<file path="src/rtl/bus_arbiter_2m.sv">
// ---------------------------------------------------------------------------
// bus_arbiter_2m
//
// Two-master system bus arbiter. It sits between two request generators and
// the shared address/data bus. It decides which master owns the bus, drives
// registered, mutually exclusive grants, supports split transactions (a slave
// parks the current owner and later lets it resume) and forces a release when
// a grant is held for too long without a completion.
//
// Optional feature (compile-time macro BUS_ARB_ROUND_ROBIN_EN):
//   defined   - a simultaneous request goes to the master that was not
//               granted most recently (last_owner resets to M2, so M1 wins
//               the first tie). A split re-grant still takes precedence.
//   undefined - fixed priority, M1 wins a simultaneous request.
//
// Parameters:
//   TIMEOUT_CYCLES - max consecutive granted cycles without m_done (2..65535)
//   CNT_W          - timeout counter width, must hold TIMEOUT_CYCLES-1
//
// Ports:
//   clk          in   system clock, rising edge
//   reset        in   asynchronous active-low reset
//   m1_req       in   master 1 request, held high for the whole transfer
//   m2_req       in   master 2 request
//   m_done       in   one-cycle pulse from the granted master: transfer done
//   split_req    in   one-cycle pulse from the slave: park the current owner
//   split_done   in   one-cycle pulse from the slave: parked master may resume
//   m1_grant     out  master 1 owns the bus
//   m2_grant     out  master 2 owns the bus
//   owner        out  00 none, 01 M1, 10 M2 (never 11)
//   busy         out  any grant active or a split outstanding
//   timeout_err  out  one-cycle pulse on a forced release
// ---------------------------------------------------------------------------
module bus_arbiter_2m #(
    parameter int unsigned TIMEOUT_CYCLES = 256,
    parameter int unsigned CNT_W          = 16
) (
    input  logic       clk,
    input  logic       reset,
    input  logic       m1_req,
    input  logic       m2_req,
    input  logic       m_done,
    input  logic       split_req,
    input  logic       split_done,
    output logic       m1_grant,
    output logic       m2_grant,
    output logic [1:0] owner,
    output logic       busy,
    output logic       timeout_err
);

    typedef enum logic [1:0] {
        StIdle  = 2'b00,
        StGntM1 = 2'b01,
        StGntM2 = 2'b10
    } state_e;

    localparam logic [CNT_W-1:0] CntMax = CNT_W'(TIMEOUT_CYCLES - 1);

    state_e           state_q, state_d;
    logic             split_pend_q, split_pend_d;
    logic             split_id_q, split_id_d;   // 0 = M1 parked, 1 = M2 parked
    logic             split_ok_q, split_ok_d;
    logic [CNT_W-1:0] cnt_q, cnt_d;
    logic             timeout_err_d;
    logic             m1_elig, m2_elig;
    logic             granted_req;
`ifdef BUS_ARB_ROUND_ROBIN_EN
    logic             last_owner_q, last_owner_d;  // 0 = M1, 1 = M2
`endif

    // A parked master's request is ignored until its re-grant.
    assign m1_elig = m1_req & ~(split_pend_q & ~split_id_q);
    assign m2_elig = m2_req & ~(split_pend_q & split_id_q);

    always_comb begin
        state_d       = state_q;
        split_pend_d  = split_pend_q;
        split_id_d    = split_id_q;
        split_ok_d    = split_ok_q;
        cnt_d         = cnt_q;
        timeout_err_d = 1'b0;
        granted_req   = 1'b0;

        // split_done only matters while a master is parked.
        if (split_done && split_pend_q) begin
            split_ok_d = 1'b1;
        end

        unique case (state_q)
            StIdle: begin
                if (split_pend_q && split_ok_q) begin
                    // Resumed master pre-empts everyone, whatever its req.
                    state_d      = split_id_q ? StGntM2 : StGntM1;
                    split_pend_d = 1'b0;
                    split_ok_d   = 1'b0;
                end else if (m1_elig && m2_elig) begin
`ifdef BUS_ARB_ROUND_ROBIN_EN
                    state_d = last_owner_q ? StGntM1 : StGntM2;
`else
                    state_d = StGntM1;
`endif
                end else if (m1_elig) begin
                    state_d = StGntM1;
                end else if (m2_elig) begin
                    state_d = StGntM2;
                end
                if (state_d != StIdle) begin
                    cnt_d = '0;
                end
            end
            StGntM1, StGntM2: begin
                granted_req = (state_q == StGntM1) ? m1_req : m2_req;
                // Release priority: m_done, then split, then req drop,
                // then timeout. The counter holds its value on release.
                if (m_done) begin
                    state_d = StIdle;
                end else if (split_req && !split_pend_q) begin
                    state_d      = StIdle;
                    split_pend_d = 1'b1;
                    split_id_d   = (state_q == StGntM2);
                end else if (!granted_req) begin
                    state_d = StIdle;
                end else if (cnt_q == CntMax) begin
                    state_d       = StIdle;
                    timeout_err_d = 1'b1;
                end else begin
                    cnt_d = cnt_q + CNT_W'(1);
                end
            end
            default: begin
                state_d = StIdle;
            end
        endcase

`ifdef BUS_ARB_ROUND_ROBIN_EN
        last_owner_d = last_owner_q;
        if (state_q == StIdle && state_d == StGntM1) begin
            last_owner_d = 1'b0;
        end else if (state_q == StIdle && state_d == StGntM2) begin
            last_owner_d = 1'b1;
        end
`endif
    end

    // All outputs are registered from the next-state values so they change
    // only at the clock edge (or asynchronously on reset).
    always_ff @(posedge clk or negedge reset) begin
        if (!reset) begin
            state_q      <= StIdle;
            split_pend_q <= 1'b0;
            split_id_q   <= 1'b0;
            split_ok_q   <= 1'b0;
            cnt_q        <= '0;
            m1_grant     <= 1'b0;
            m2_grant     <= 1'b0;
            owner        <= 2'b00;
            busy         <= 1'b0;
            timeout_err  <= 1'b0;
`ifdef BUS_ARB_ROUND_ROBIN_EN
            last_owner_q <= 1'b1;
`endif
        end else begin
            state_q      <= state_d;
            split_pend_q <= split_pend_d;
            split_id_q   <= split_id_d;
            split_ok_q   <= split_ok_d;
            cnt_q        <= cnt_d;
            m1_grant     <= (state_d == StGntM1);
            m2_grant     <= (state_d == StGntM2);
            owner        <= {state_d == StGntM2, state_d == StGntM1};
            busy         <= (state_d != StIdle) | split_pend_d;
            timeout_err  <= timeout_err_d;
`ifdef BUS_ARB_ROUND_ROBIN_EN
            last_owner_q <= last_owner_d;
`endif
        end
    end

endmodule

</file>
<file path="config.mk">
export PLATFORM = sky130hd
export DESIGN_NAME = bus_arbiter_2m
export DESIGN_NICKNAME = d
export VERILOG_FILES = /design/src/rtl/bus_arbiter_2m.sv
export SDC_FILE = /design/constraint.sdc
export NUM_CORES = 1
export LEC_CHECK = 0
export ABC_CLOCK_PERIOD_IN_PS = 5500
export CAP_MARGIN = 25
export CORE_UTILIZATION = 38
export DETAILED_ROUTE_END_ITERATION = 7
export GPL_ROUTABILITY_DRIVEN = 0
export GPL_TIMING_DRIVEN = 0
export PLACE_DENSITY_LB_ADDON = 0.08
export SYNTH_ARGS = -nofsm -noshare
export SYNTH_HDL_FRONTEND = slang
export SYNTH_SLANG_ARGS = --single-unit
</file>
<file path="constraint.sdc">
create_clock -name clk -period 5.5 [get_ports clk]
set_input_delay 1.65 -clock clk [delete_from_list [all_inputs] [get_ports clk]]
set_output_delay 1.65 -clock clk [all_outputs]
set_load 0.02 [all_outputs]
</file>
==> flow_summary.ini, run 1 <==
[synthesis]
synth_edf_count = 0
ys_types = 40
synth_top_family_by_area = simple AND/OR/NAND/NOR gates
synth_xor_area_share_pct = 0
ys_seq_area_share_pct = 42.9
async_flop_share_pct = 100
synthesis.area_um2 = 1460
yosys.area_share.simple_pct = 25.5
muxShareOfSynthArea_pct = 1.55
ys_warn_count = 0
syn_avg_cell_area_um2 = 9.40
synthFlopType = dfrtp_1
synthAdderAreaFrac_pct = 4.29
syn_inst = 155
synth_compound_area_share_pct = 20.4
syn_nets = 167
ys_seq_elements = 25

[cts]
cts_buffers = 3
clk_pin_slew_ns = 0.09
cts_hold_buf = 0
post_cts_resized = 0
insertion_delay_ns = 0.27
cts_tree = done
clock-sinks = 25
htree_levels = 1
cts-root-buf = clkbuf_8
cts_setup_buffers = 0
cts_buffer_depth = 2

[grt]
grt_pass1_vias = 1180
grtUsageMet3_pct = 2.32
grt_max_degree = 20
grt_use_met2_pct = 27.1
grt_usage_pct = 17.3
antenna_found_initial = 0
overflow = 0
busiest_layer = met2
grtUsageMet1_pct = 24.1
grt_pass1_wl_um = 5440

[worst_setup_path]
critPathMaxFanout = 10
critPathLaunchType = primary input
crit_chain = clkdlybuf4s50_1, a21boi_0, o21ai_0, a311oi_2, buf_2, a21oi_1, a31oi_1
required_ns = 5.69
cp.arrival_ns = 3.68
slowest_delay_ns = 0.50
cpMaxStageDelayCell = a311oi_2
end_kind = flop
startpoint = m2_req
r2r_start = state_q[1]$_DFF_PN0_
worstSetupPathType = primary input to flop

[drt]
post_drt_wl_per_cell_um = 14.7
ant_nets = 0
vias_per_cell = 5.82
drc = 0
dr.pass1.iters = 4
drt_iter0_drc = 57
wirelength_um = 3240
vias = 1281

[final_layout]
final_cells = 220
antenna_cells = 0
area_growth_pct = 16.5
drive_gt1_share_pct = 9.88
nets = 185
layout_commonest_cell = dfrtp_1
final_util_pct = 46.4
final_cell_mix = dfrtp_1, nand2_1, clkdlybuf4s50_1

[sta]
period_needed_ns = 3.50
max_freq_mhz = 286
skew_ns = 0.00248
drv_slew = 0
worst_slew_pin_slew_ns = 0.523
timing.final.crit_share_pct = 63.6
hold_violations = 0
rsz0062_at_grt = no
setup_viol_count_final = 0
setup_tns_ns = 0
slew_headroom_pct = 65.2

[pwr]
leakage_uw = 0.000732
pwr_density_cell_nw_per_um2 = 436
p_total_uw = 740
peakVddDrop_mv = 0.178

[worst_hold_path]
hold_path_class = flop to flop
worstHoldStart = cnt_q[7]$_DFFE_PN0P_

[die]
core_area_um2 = 3660
die_x_um = 63.9
row_count = 22
dieArea_um2 = 4090
chipHeight_um = 63.9
start_util_pct = 39.8
ios = 13

[run]
maxCapViolations = 0

[place]
hpwlAfterDp_um = 2330
placedCellCount = 216
port_buffers = 12

[outcome]
outcome = completed
-- cell usage after synthesis, types with 3 or more instances --
| library cell | number | area share [%] |
|---|---|---|
| a21oi_1 | 9 | 3.1 |
| a31oi_1 | 11 | 4.7 |
| a41oi_1 | 3 | 1.8 |
| and3_1 | 7 | 3.0 |
| clkbuf_1 | 3 | 0.77 |
| dfrtp_1 | 25 | 43 |
| ha_1 | 5 | 4.3 |
| inv_1 | 8 | 2.1 |
| nand2_1 | 14 | 3.6 |
| nand2b_1 | 4 | 1.7 |
| nand3_1 | 5 | 1.7 |
| nand4_1 | 7 | 3.0 |
| nor2_1 | 9 | 2.3 |
| nor2b_1 | 3 | 1.3 |
| nor3b_1 | 4 | 2.1 |
| o21ai_0 | 8 | 2.7 |
-- final cells by class --
class	instances	area [um2]
tap	48	60.1
buffer	8	47.5
fill	366	1960
inverter	8	30.0
multi-input combinational	114	754
sequential	25	626
clock buffer	4	45.0
timing repair buffer	13	135
-- worst max-delay path: cells and delay by family --
| family | cells | cell delay, ns |
|---|---|---|
| buffers and inverters | 2 | 0.81 |
| AO/OA/AOI/OAI | 5 | 1.22 |
-- cell families (layout without fill, tap and decap cells) --
| family | Yosys count | in the layout |
|---|---|---|
| AO/OA/AOI/OAI | 43 | 43 |
| adder cells (fa/ha/maj) | 5 | 5 |
| buffers and inverters | 16 | 33 |
| flip-flops | 25 | 25 |
| multiplexers | 2 | 2 |
| AND/OR/NAND/NOR | 64 | 64 |
-- metal layers --
metal / wire length (um) / up-vias
met3: 180 / 5
met4: 44 / 0
met2: 1490 / 47
met5: 0 / -
met1: 1520 / 615
li1: - / 614
-- report_power, final --
part | internal [uW] | switching [uW] | leakage (uW) | total, uW
Clock | 51.8 | 58.4 | 0.0000228 | 110
Sequential | 222 | 36.5 | 0.000335 | 258
Combinational | 153 | 219 | 0.000375 | 371
Total | 426 | 314 | 0.000732 | 740
-- per-stage QoR --
step | area (um2) | setup WS [ns] | hold slack [ns]
after floorplan | 1460 | 2.54 | 0.453
after global placement | 1640 | 1.72 | 0.486
after detailed placement | 1650 | 1.73 | 0.485
after CTS | 1700 | 2.01 | 0.498
after global routing | 1700 | 1.78 | 0.529
final | 1700 | 2.00 | 0.502
-- sequential cells by signal (all words and copies together), names as in the netlist --
name	flops
busy	1
cnt_q	16
m2_grant	1
owner	1
split_id_q	1
split_ok_q	1
split_pend_q	1
state_q	2
timeout_err	1
-- worst paths after layout --
check,end,slack (ns),cells past startpoint
worst max register to register,cnt_q[4]$_DFFE_PN0P_,3.16,8
worst max-delay path,cnt_q[4]$_DFFE_PN0P_,2.00,7
worst min-delay path,cnt_q[7]$_DFFE_PN0P_,0.50,1
worst min register to register,cnt_q[7]$_DFFE_PN0P_,0.50,1
max in group asynchronous,cnt_q[14]$_DFFE_PN0P_,3.41,2
min in group asynchronous,m2_grant$_DFF_PN0_,1.65,1
Power figures use the tool's default switching activity.
==> inputs of run 2 (changes only) <==
ABC_CLOCK_PERIOD_IN_PS = 2800   (was 5500)
clock period = 2.8 ns   (was 5.5 ns; I/O delays follow)
==> flow_summary.ini, run 2 (same netlist as run 1, synthesis figures left out) <==
[place]
placedCellCount = 216
place_ws_ns = -0.160
port_buffers = 12
hpwlAfterDp_um = 2330

[final_layout]
top_regs = cnt_q (16), state_q (2)
area_growth_pct = 17.5
final_cells = 222
largest_reg_flops = 16
nets = 187
regMostFlops = cnt_q
final_cell_mix = dfrtp_1, nand2_1, clkdlybuf4s50_1
drive_gt1_share_pct = 10.9
antenna_cells = 0
layout_commonest_cell = dfrtp_1
fillCellCount = 366

[worst_setup_path]
slowest_delay_ns = 0.47
path_buf_inv = 2
path_delay_family = compound AO/OA/AOI/OAI gates
end_kind = flop
required_ns = 2.99
cp.arrival_ns = 2.67
cp.depth = 7
reg2reg_depth = 7
crit_chain = clkdlybuf4s50_1, a21boi_0, o21ai_0, a311oi_2, buf_2, a21oi_1, a31oi_1
critPathMaxFanout = 10
worstSetupPathType = primary input to flop
cpMaxStageDelayCell = clkdlybuf4s50_1
critPathLaunchType = primary input

[worst_hold_path]
hold-path-cell-count = 1
hold_path_class = flop to flop

[pwr]
leakage_uw = 0.000743
pwr_density_cell_nw_per_um2 = 856
peakVddDrop_mv = 0.352

[cts]
htree_levels = 1
cts_setup_buffers = 0
cts-root-buf = clkbuf_8
insertion_delay_ns = 0.27
post_cts_resized = 0
cts_buffer_depth = 2
cts_hold_buf = 0
cts_tree = done
cts_buffers = 3
clock-sinks = 25
clk_pin_slew_ns = 0.09

[drt]
drc = 0
vias = 1271
wirelength_um = 3230
vias_per_cell = 5.73
post_drt_wl_per_cell_um = 14.6
drt_iter0_drc = 66
ant_nets = 0
dr.pass1.iters = 5

[grt]
grt_max_degree = 20
grt_pass1_wl_um = 5440
grt_pass1_vias = 1180
grt_usage_pct = 17.3
antenna_found_initial = 0
overflow = 0

[die]
ios = 13
dieArea_um2 = 4090
chipHeight_um = 63.9
start_util_pct = 39.8
core_area_um2 = 3660
die_x_um = 63.9
row_count = 22

[sta]
timing.final.crit_share_pct = 88.5
rsz0062_at_grt = no
hold_violations = 0
skew_ns = 0.00181
slew_headroom_pct = 68.4
setup_viol_count_final = 0
period_needed_ns = 2.48
max_freq_mhz = 403
setup_slack_ns = 0.321
drv_slew = 0
worst_slew_pin_slew_ns = 0.475

[outcome]
outcome = completed

[run]
maxCapViolations = 0
[run 2: worst paths after layout]
path | slack (ns) | end | start
max | 0.32 | cnt_q[4]$_DFFE_PN0P_ | m2_req
min | 0.50 | cnt_q[7]$_DFFE_PN0P_ | cnt_q[7]$_DFFE_PN0P_
max reg2reg | 0.60 | cnt_q[11]$_DFFE_PN0P_ | state_q[1]$_DFF_PN0_
min reg2reg | 0.50 | cnt_q[7]$_DFFE_PN0P_ | cnt_q[7]$_DFFE_PN0P_
max in group asynchronous | 1.52 | cnt_q[0]$_DFFE_PN0P_ | reset
min in group asynchronous | 0.84 | m2_grant$_DFF_PN0_ | reset
[run 2: through the flow]
stage | setup TNS [ns] | hold WS, ns | utilization, % | cell area [um2] | total power (uW)
finish | 0 | 0.499 | 46.8 | 1710 | 1470
global route | 0 | 0.529 | 46.8 | 1710 | 1580
CTS | 0 | 0.498 | 46.4 | 1700 | 1460
detailed placement | -1.12 | 0.485 | 45.1 | 1650 | 1240
global placement | -1.19 | 0.486 | 44.7 | 1640 | 1230
floorplan | 0 | 0.453 | - | 1460 | 1030
[run 2: cell type report]
| class | count | area, um2 | share of cell area, % |
|---|---|---|---|
| buffer | 8 | 47.5 | 2.78 |
| clock buffer | 4 | 45.0 | 2.63 |
| inverter | 8 | 30.0 | 1.75 |
| multi-input combinational | 114 | 754 | 44.0 |
| sequential | 25 | 626 | 36.5 |
| tap | 48 | 60.1 | 3.51 |
| timing repair buffer | 15 | 150 | 8.77 |
[run 2: layer usage]
layer | part of all wire (%) | up-vias | global-route usage, %
met4 | 1.4 | 0 | 6.82
met2 | 46 | 32 | 27.1
met5 | 0 | - | 0
met3 | 4.1 | 5 | 2.32
met1 | 49 | 617 | 24.1
li1 | - | 617 | -
[run 2: report_power, final]
group / internal [uW] / switching [uW]
sequential: 436 / 71.6
combinational: 306 / 435
clock: 102 / 116
total: 844 / 622
==> inputs of run 3 (changes only) <==
HOLD_SLACK_MARGIN = 0.15   (was default)
==> results of run 3 <==
No change in the layout: final DEF, timing and power equal those of run 2.
